===== src/rtl/regfile_wb_arbiter_if.sv =====
// Writeback bus between the ALU/multi-cycle producers and the regfile arbiter.
// The slave side is the arbiter and the master side is the producers plus the regfile.
interface regfile_wb_arbiter_if;
  logic        a_valid;
  logic        a_ready;
  logic [4:0]  a_reg;
  logic [31:0] a_data;
  logic        b_valid;
  logic        b_ready;
  logic [4:0]  b_reg;
  logic [31:0] b_data;
  logic        RegWrite;
  logic [4:0]  WriteRegister;
  logic [31:0] WriteData;
  logic [31:0] b_pending_mask;

  modport slave (
    input  a_valid, a_reg, a_data,
    input  b_valid, b_reg, b_data,
    output a_ready, b_ready,
    output RegWrite, WriteRegister, WriteData,
    output b_pending_mask
  );

  modport master (
    output a_valid, a_reg, a_data,
    output b_valid, b_reg, b_data,
    input  a_ready, b_ready,
    input  RegWrite, WriteRegister, WriteData,
    input  b_pending_mask
  );
endinterface


===== src/rtl/regfile_wb_arbiter.sv =====
// Single-port regfile writeback arbiter: unbuffered ALU path, 2-deep
// multi-cycle FIFO, starvation guard and a pending-destination mask.
module regfile_wb_arbiter #(
  parameter int STARVE_LIMIT = 4
) (
  input  logic               clk,
  input  logic               rst_n,
  regfile_wb_arbiter_if.slave bus
);

  localparam int SW = $clog2(STARVE_LIMIT + 1);
  localparam logic [SW-1:0] LIMIT = SW'(STARVE_LIMIT);

  typedef struct packed {
    logic [4:0]  rd;
    logic [31:0] data;
  } wb_t;

  wb_t           fifo_q [2];
  logic          rd_ptr;
  logic          wr_ptr;
  logic [1:0]    count;
  logic [1:0]    count_nx;
  logic [SW-1:0] starve_cnt;

  logic          not_empty;
  logic          force_b;
  logic          grant_a;
  logic          grant_b;
  logic          enq;
  wb_t           win;
  logic          slot0_vld;
  logic          slot1_vld;
  logic [31:0]   mask;

  always_comb begin
    not_empty = (count != 2'd0);
    force_b   = not_empty && (starve_cnt == LIMIT);
    grant_a   = !force_b && bus.a_valid;
    grant_b   = force_b || (!bus.a_valid && not_empty);
    enq       = bus.b_valid && (count < 2'd2);
    win       = '{rd: bus.a_reg, data: bus.a_data};
    if (grant_b)
      win = fifo_q[rd_ptr];
  end

  always_comb begin
    count_nx = count;
    unique case ({enq, grant_b})
      2'b10:   count_nx = count + 2'd1;
      2'b01:   count_nx = count - 2'd1;
      default: count_nx = count;
    endcase
  end

  // A slot holds a live entry if the FIFO is full or it is the sole head.
  always_comb begin
    slot0_vld = (count == 2'd2) || (count == 2'd1 && !rd_ptr);
    slot1_vld = (count == 2'd2) || (count == 2'd1 && rd_ptr);
    mask      = '0;
    if (slot0_vld)
      mask[fifo_q[0].rd] = 1'b1;
    if (slot1_vld)
      mask[fifo_q[1].rd] = 1'b1;
    mask[0] = 1'b0;
  end

  assign bus.a_ready        = !force_b;
  assign bus.b_ready        = (count < 2'd2);
  assign bus.b_pending_mask = mask;

  always_ff @(posedge clk or negedge rst_n) begin
    if (!rst_n) begin
      fifo_q[0]         <= '0;
      fifo_q[1]         <= '0;
      rd_ptr            <= 1'b0;
      wr_ptr            <= 1'b0;
      count             <= 2'd0;
      starve_cnt        <= '0;
      bus.RegWrite      <= 1'b0;
      bus.WriteRegister <= '0;
      bus.WriteData     <= '0;
    end else begin
      if (enq) begin
        fifo_q[wr_ptr] <= '{rd: bus.b_reg, data: bus.b_data};
        wr_ptr         <= ~wr_ptr;
      end
      if (grant_b)
        rd_ptr <= ~rd_ptr;
      count <= count_nx;

      if (grant_b || !not_empty)
        starve_cnt <= '0;
      else if (grant_a && starve_cnt != LIMIT)
        starve_cnt <= starve_cnt + 1'b1;

      // Register 0 grants still retire but never reach the regfile.
      bus.RegWrite <= (grant_a || grant_b) && (win.rd != 5'd0);
      if (grant_a || grant_b) begin
        bus.WriteRegister <= win.rd;
        bus.WriteData     <= win.data;
      end
    end
  end

endmodule


===== src/flat_wrapper.sv =====
// flat-port wrapper written by rule: the top's interface ports become plain ports
module regfile_wb_arbiter_flat 
#(
  parameter int STARVE_LIMIT = 4
)
  (clk, rst_n, bus_a_valid, bus_a_reg, bus_a_data, bus_b_valid, bus_b_reg, bus_b_data, bus_a_ready, bus_b_ready, bus_RegWrite, bus_WriteRegister, bus_WriteData, bus_b_pending_mask);
  regfile_wb_arbiter_if bus_i ();
  input  logic clk;
  input  logic rst_n;
  input wire logic [$bits(bus_i.a_valid)-1:0] bus_a_valid;
  input wire logic [$bits(bus_i.a_reg)-1:0] bus_a_reg;
  input wire logic [$bits(bus_i.a_data)-1:0] bus_a_data;
  input wire logic [$bits(bus_i.b_valid)-1:0] bus_b_valid;
  input wire logic [$bits(bus_i.b_reg)-1:0] bus_b_reg;
  input wire logic [$bits(bus_i.b_data)-1:0] bus_b_data;
  output wire logic [$bits(bus_i.a_ready)-1:0] bus_a_ready;
  output wire logic [$bits(bus_i.b_ready)-1:0] bus_b_ready;
  output wire logic [$bits(bus_i.RegWrite)-1:0] bus_RegWrite;
  output wire logic [$bits(bus_i.WriteRegister)-1:0] bus_WriteRegister;
  output wire logic [$bits(bus_i.WriteData)-1:0] bus_WriteData;
  output wire logic [$bits(bus_i.b_pending_mask)-1:0] bus_b_pending_mask;
  assign bus_i.a_valid = bus_a_valid;
  assign bus_i.a_reg = bus_a_reg;
  assign bus_i.a_data = bus_a_data;
  assign bus_i.b_valid = bus_b_valid;
  assign bus_i.b_reg = bus_b_reg;
  assign bus_i.b_data = bus_b_data;
  assign bus_a_ready = bus_i.a_ready;
  assign bus_b_ready = bus_i.b_ready;
  assign bus_RegWrite = bus_i.RegWrite;
  assign bus_WriteRegister = bus_i.WriteRegister;
  assign bus_WriteData = bus_i.WriteData;
  assign bus_b_pending_mask = bus_i.b_pending_mask;
  regfile_wb_arbiter #(.STARVE_LIMIT(STARVE_LIMIT)) u_core (.clk(clk), .rst_n(rst_n), .bus(bus_i));
endmodule

===== config.mk =====
export PLATFORM = sky130hd
export DESIGN_NAME = regfile_wb_arbiter_flat
export DESIGN_NICKNAME = d
export VERILOG_FILES = /design/src/rtl/regfile_wb_arbiter_if.sv /design/src/rtl/regfile_wb_arbiter.sv /design/src/flat_wrapper.sv
export SDC_FILE = /design/constraint.sdc
export NUM_CORES = 1
export LEC_CHECK = 0
export CORE_MARGIN = 1
export CORE_UTILIZATION = 50
export DETAILED_ROUTE_END_ITERATION = 7
export PLACE_DENSITY_LB_ADDON = 0.25
export SLEW_MARGIN = 25
export SYNTH_ARGS = -nofsm -noshare
export SYNTH_HDL_FRONTEND = slang
export SYNTH_SLANG_ARGS = --single-unit

===== constraint.sdc =====
create_clock -name clk -period 2.01 [get_ports clk]
set_input_delay 0.201 -clock clk [delete_from_list [all_inputs] [get_ports clk]]
set_output_delay 0.201 -clock clk [all_outputs]
set_load 0.005 [all_outputs]

; ---- Word-level counts from Yosys, hierarchy flattened
; Cells that the tools add are included.
[classes]
addsub = 3
multipliers = 0
n_div = 0
n_lt_le_gt_ge = 8
n_eq_ne = 6
shifts = 0
mux = 16
bitwise = 5
reduce_logical = 24
[ops]
columns = operator, n
row1 = 2-to-1 mux 37 bit, 5
row2 = bitwise mux 74 bit, 1
row3 = 2-to-1 mux 32 bit, 2
row4 = demux 37 bit (select 1 bit), 1
row5 = bitwise OR 32 bit, 1
row6 = "< comparator 5 x 6 -> 1 bit, second input constant", 2
row7 = logical AND 1 bit, 11
row8 = demux 1 bit (select 5 bit), 2
row9 = "greater-or-equal comparator 5 x 1 -> 1 bit, second input constant", 2
row10 = 2-to-1 mux 3 bit, 2
row11 = nonzero test 2 bit, 3
row12 = logical OR 1 bit, 5
row13 = nonzero test 5 bit, 1
row14 = "== test 2 x 1 -> 1 bit, second input constant", 2
row15 = "== test 2 bit, second input constant", 2
row16 = "greater-or-equal comparator 2 bit, second input constant", 2
row17 = logical NOT 1 bit, 4
row18 = inverter 1 -> 2 bit, 2
row19 = case mux 2 bit (2 select lines), 1
row20 = "adder 3 x 1 -> 3 bit, second input constant", 1
row21 = "== test 3 bit, second input constant", 1
row22 = "inequality test 3 bit, second input constant", 1
row23 = "adder 2 x 1 -> 2 bit, second input constant", 1
row24 = "< comparator 2 x 1 -> 1 bit, second input constant", 1
row25 = 4 further kinds, 6
[word_totals]
register_bits = 119
latch_bits = 0
ramBits = 0
romBits = 0
inputBits = 78
output_inout_bits = 72
word_cells = 73
mem_count = 0

; ---- Logic depth before layout (Yosys ltp)
[depth]
word_depth = 7
ltp_mapped = 9

; ---- Worst setup path before layout
; No wires, ideal clock.
[synth_path]
kind = register -> register
startpoint = register u_core.count[1]
endpoint = register u_core.count[1]
t_arrival_ps = 1592
path_slack_ps = 291
path_stages_with_launch = 9
period_less_slack_ps = 1719
cell_sequence = dfrtp_1 inv_1 ha_1 clkinv_1 nand2_4 inv_2 ha_1 nand2_1 o21ai_0
[synth_lines]
columns = element, line
row1 = "start, declared", regfile_wb_arbiter.sv:22  ; logic [1:0] count;
row2 = "start signal, assigned", regfile_wb_arbiter.sv:90  ; count <= count_nx;
row3 = < comparator 2 bit *, n/a
row4 = named net bus_b_ready, flat_wrapper.sv:17  ; output wire logic [$bits(bus_i.b_ready)-1:0] bus_b_ready;
row5 = logical AND 1 bit *, regfile_wb_arbiter.sv:41  ; enq = bus.b_valid && (count < 2'd2);
row6 = == test 2 x 1 -> 1 bit / == test 2 bit (equally long branches), regfile_wb_arbiter.sv:49  ; unique case ({enq, grant_b})
row7 = case mux 2 bit (2 select lines) / nonzero test 2 bit (equally long branches), n/a
; Mark *: on every way through the listed nets, which the timed path passes. The rest lies on a longest branch.
; A chain may end at the register's enable or synchronous reset.

; ---- Worst setup path after layout
[layout_path]
startpoint = register u_core.count[0]
endpoint = output bus_b_pending_mask[16]
[layout_via]
elab_chain_cells = 6
[layout_lines]
columns = element, line
row1 = == test 2 x 1 -> 1 bit, "regfile_wb_arbiter.sv:58, regfile_wb_arbiter.sv:59"
row2 = logical AND 1 bit, regfile_wb_arbiter.sv:58  ; slot0_vld = (count == 2'd2) || (count == 2'd1 && !rd_ptr);
row3 = logical OR 1 bit, regfile_wb_arbiter.sv:58
row4 = 2-to-1 mux 32 bit, regfile_wb_arbiter.sv:61  ; if (slot0_vld)
row5 = bitwise OR 32 bit (no source line), n/a
row6 = 2-to-1 mux 32 bit *, regfile_wb_arbiter.sv:63  ; if (slot1_vld)
row7 = "end, declared", flat_wrapper.sv:21  ; output wire logic [$bits(bus_i.b_pending_mask)-1:0] bus_b_pending_mask;
; Every way passes the cells marked *; elsewhere a longest branch is shown, timed or not.

==> results.cfg <==
[yosys]
yosysUniqueCellTypes = 47
yosys.area_share.simple_pct = 4.79
synth_xor_area_share_pct = 0.559
synth_fa_ha_area_share_pct = 1.20
synth_top_area_share_pct = 47.5
synth-seq-cells = 119
ys_seq_area_share_pct = 47.5
syn_area_mm2 = 0.00627
synthMuxAreaShare_pct = 20.3
yosysWarnings = 0
avgSynthCellArea_um2 = 11.4
syn-num-nets = 634
synth_compound_area_share_pct = 19.3
synth_top_cell_by_area = dfrtp_1
synthTopCellsByArea = dfrtp_1, mux2_2, o21ai_0, mux2_1, a32oi_1
synth_top_family_by_area = multiplexers
postSynthCellCount = 550

[final_layout]
final_nets = 807
n_fill_cell = 835
seq_area_mm2 = 0.00298
instances_no_fill = 904
drive_above_1_share_pct = 33.3
multiInputGateArea_mm2 = 0.00311
antenna_cells = 0
syn2layout_area_growth_pct = 42.0
fin_area_mm2 = 0.00891

[timing]
relSlewSlack_pct = 31.7
final.setup.worst_slack_ps = -215
tightest_slew_ps = 1020
holdWs_ps = 352
fin_crit_sh_pct = 111
fmax_mhz = 449
setup_viol = 31
finClkSkew_ps = 6.61
min_period_ps = 2230
slew_violations = 0
rsz0062_at_grt = true
hold_violations = 0

[flow_run]
max-cap-violations = 0

[outcome]
status = finished, violations left
violations = setup timing

[power]
swShare_pct = 34.6
vdd_drop_max_mv = 0.827
leakagePower_nw = 3.72
p_int_mw = 9.21
switchingPower_mw = 4.87
p_seq_share_pct = 32.1
p_comb_share_pct = 45.7
powerDensity_mw_per_mm2 = 1580
p_clk_share_pct = 22.2

[die]
start_util_pct = 51.8
rows = 40
die_x_um = 114
core_mm2 = 0.0121
pin_count = 150
die_area_mm2 = 0.0130
die_y_um = 114

[clocking]
cts_buffers = 17
cts_buffer_depth = 2
cts-root-buf = clkbuf_16
htreeDepth = 4
cts_tree = done
path_clk_slew_ps = 60
insertion_delay_ps = 410
clock_sinks = 119

[detailed_routing]
drt_iter0_markers = 401
firstDrtPassIters = 5
num_vias = 5502
vias_per_cell = 6.09
wl_per_cell_um = 20.7
drtAntennaViolNets = 0
routed_wl_um = 18700
drc = 0

[place]
io_buffers = 148
place_inst = 846
pre_cts_ws_ps = -212
dpl_cell_area_mm2 = 0.00796
dp_hpwl_um = 11200
gp_congestion = 0.826

[setup_path]
reg2reg_from = u_core.count[1]
critPathKind = reg2out
cp_cell_sequence = inv_2 > ha_4 > a21o_4 > or3b_4 > buf_4 > o22ai_2 > buf_2
worst_ep_arrival_time_ps = 2020
crit_path_max_incr_delay_ps = 430
rrSetupSlack_ps = 70
r2r-end = u_core.count[1]
worstPathMaxFanout = 3
required_ps = 1810
ff2ff_path_depth = 11
cp_slowest_cell = dfrtp_1
cp-end-kind = primary output
path_delay_family = flip-flops
startpoint_type = flop
path_buf_inv = 3

[global_route]
grt_overflow_total = 0
grt_pass1_wl_um = 29100
antenna_found_initial = 0
grt_pass1_vias = 5583
track_usage_pct = 29.3
grt_max_degree = 120

[min_path]
min_from = bus_a_data[18]
worstHoldPathCells = 3
hold_end = u_core.bus.WriteData[18]
hp-class = in2reg
==> repair_timing <==
action | CTS | global route
resized for setup | 148 | 36
pin swaps | 11 | 14
setup endpoints to repair | 32 | 66
hold endpoints to repair | 119 | 0
setup buffers | 21 | 4
hold buffers | 1 | 0
==> placed cells by master, fill, tap and decap left out, types with 4 or more instances in the layout <==
cell type / instances
buf_6: 19
nand3b_1: 8
clkbuf_16: 17
a221oi_2: 5
buf_4: 29
clkbuf_1: 4
o22ai_2: 23
mux2_1: 25
mux2_2: 79
a22oi_1: 29
or3b_2: 4
o211ai_1: 7
mux2i_1: 10
buf_12: 5
dfrtp_1: 118
o22ai_1: 8
clkdlybuf4s50_1: 114
o21ai_0: 63
clkbuf_8: 4
nand3_1: 4
xnor2_1: 4
inv_1: 34
a32oi_1: 30
nor2_1: 8
buf_2: 30
==> worst max path at each step <==
stage / start / to / slack, ps / cells after the start
6_report: u_core.count[0] / bus_b_pending_mask[16] / -220 / 7
5_1_grt: u_core.count[0] / bus_b_pending_mask[16] / -250 / 7
4_1_cts: u_core.count[1] / bus_b_pending_mask[5] / -130 / 7
3_5_place_dp: u_core.count[0] / bus_b_pending_mask[5] / -210 / 6
3_3_place_gp: u_core.count[0] / bus_b_pending_mask[6] / -150 / 6
2_1_floorplan: u_core.count[1] / u_core.count[1] / 290 / 8
==> state kept, by name (all words and copies together), names as in the netlist <==
| name | cells |
|---|---|
| u_core.bus.WriteRegister | 5 |
| u_core.bus.WriteData | 32 |
| u_core.rd_ptr | 1 |
| u_core.count | 2 |
| u_core.wr_ptr | 1 |
| u_core.starve_cnt | 3 |
| u_core.bus.RegWrite | 1 |
| u_core.fifo_q | 74 |
==> synthesized netlist by cell type, drive strengths merged <==
master / count
dfrtp: 119
mux2: 104
o21ai: 64
inv: 39
buf: 32
o22ai: 31
a22oi: 30
a32oi: 30
clkbuf: 14
mux2i: 10
nor2: 9
nand3b: 8
o211ai: 7
ha: 6
nand3: 6
a221oi: 5
or3b: 5
nand2: 4
xnor2: 4
nor2b: 3
or3: 3
a2111oi: 2
a31oi: 2
nand2b: 2
nor3: 2
a21bo: 1
a21boi: 1
a21o: 1
and3: 1
and3b: 1
clkinv: 1
conb: 1
o32ai: 1
or4: 1
==> per-stage QoR <==
step	utilization [%]	total power, mW	TNS (ps)
6_report	73.5	14.1	-3580
5_1_grt	73.5	14.8	-5090
4_1_cts	72.1	13.7	-1540
3_5_place_dp	65.7	10.1	-4710
3_3_place_gp	65.7	9.81	-2840
2_1_floorplan	-	7.79	0
==> worst min-delay path: stages <==
cell and delay, ps:
clkdlybuf4s50_1 390, inv_1 50, a32oi_1 80
==> logic make-up (layout without fill, tap and decap cells) <==
logic type | count (synthesis) | in the layout
buffers and inverters | 86 | 272
adder cells (fa/ha/maj) | 6 | 6
other | 1 | 1
flip-flops | 119 | 119
AO/OA/AOI/OAI | 175 | 175
XOR/XNOR | 4 | 4
AND/OR/NAND/NOR | 45 | 45
multiplexers | 114 | 114
==> power by group through the flow <==
stage	clock, mW	sequential (mW)	combinational (mW)
floorplan	0	4.18	3.61
global placement	0	4.33	5.47
detailed placement	0	4.45	5.64
CTS	3.15	4.45	6.08
global route	3.27	4.67	6.89
finish	3.12	4.52	6.44
==> final cells by class <==
cell class,count,share of cell area [%]
inverters,40,1.74
well taps,168,2.36
flip-flops and latches,119,33.4
clock inverters,7,1.31
repair buffers,200,20.7
multi-input cells,345,34.9
clock buffers,25,5.56
==> routing by layer <==
layer	vias up	part of all wire, %	track usage, %
li1	2418	-	-
met1	2783	41	38.4
met2	259	50	47.9
met3	42	6.5	6.27
met4	0	2.4	11.0
met5	-	0	0
Power figures use the tool's default switching activity.
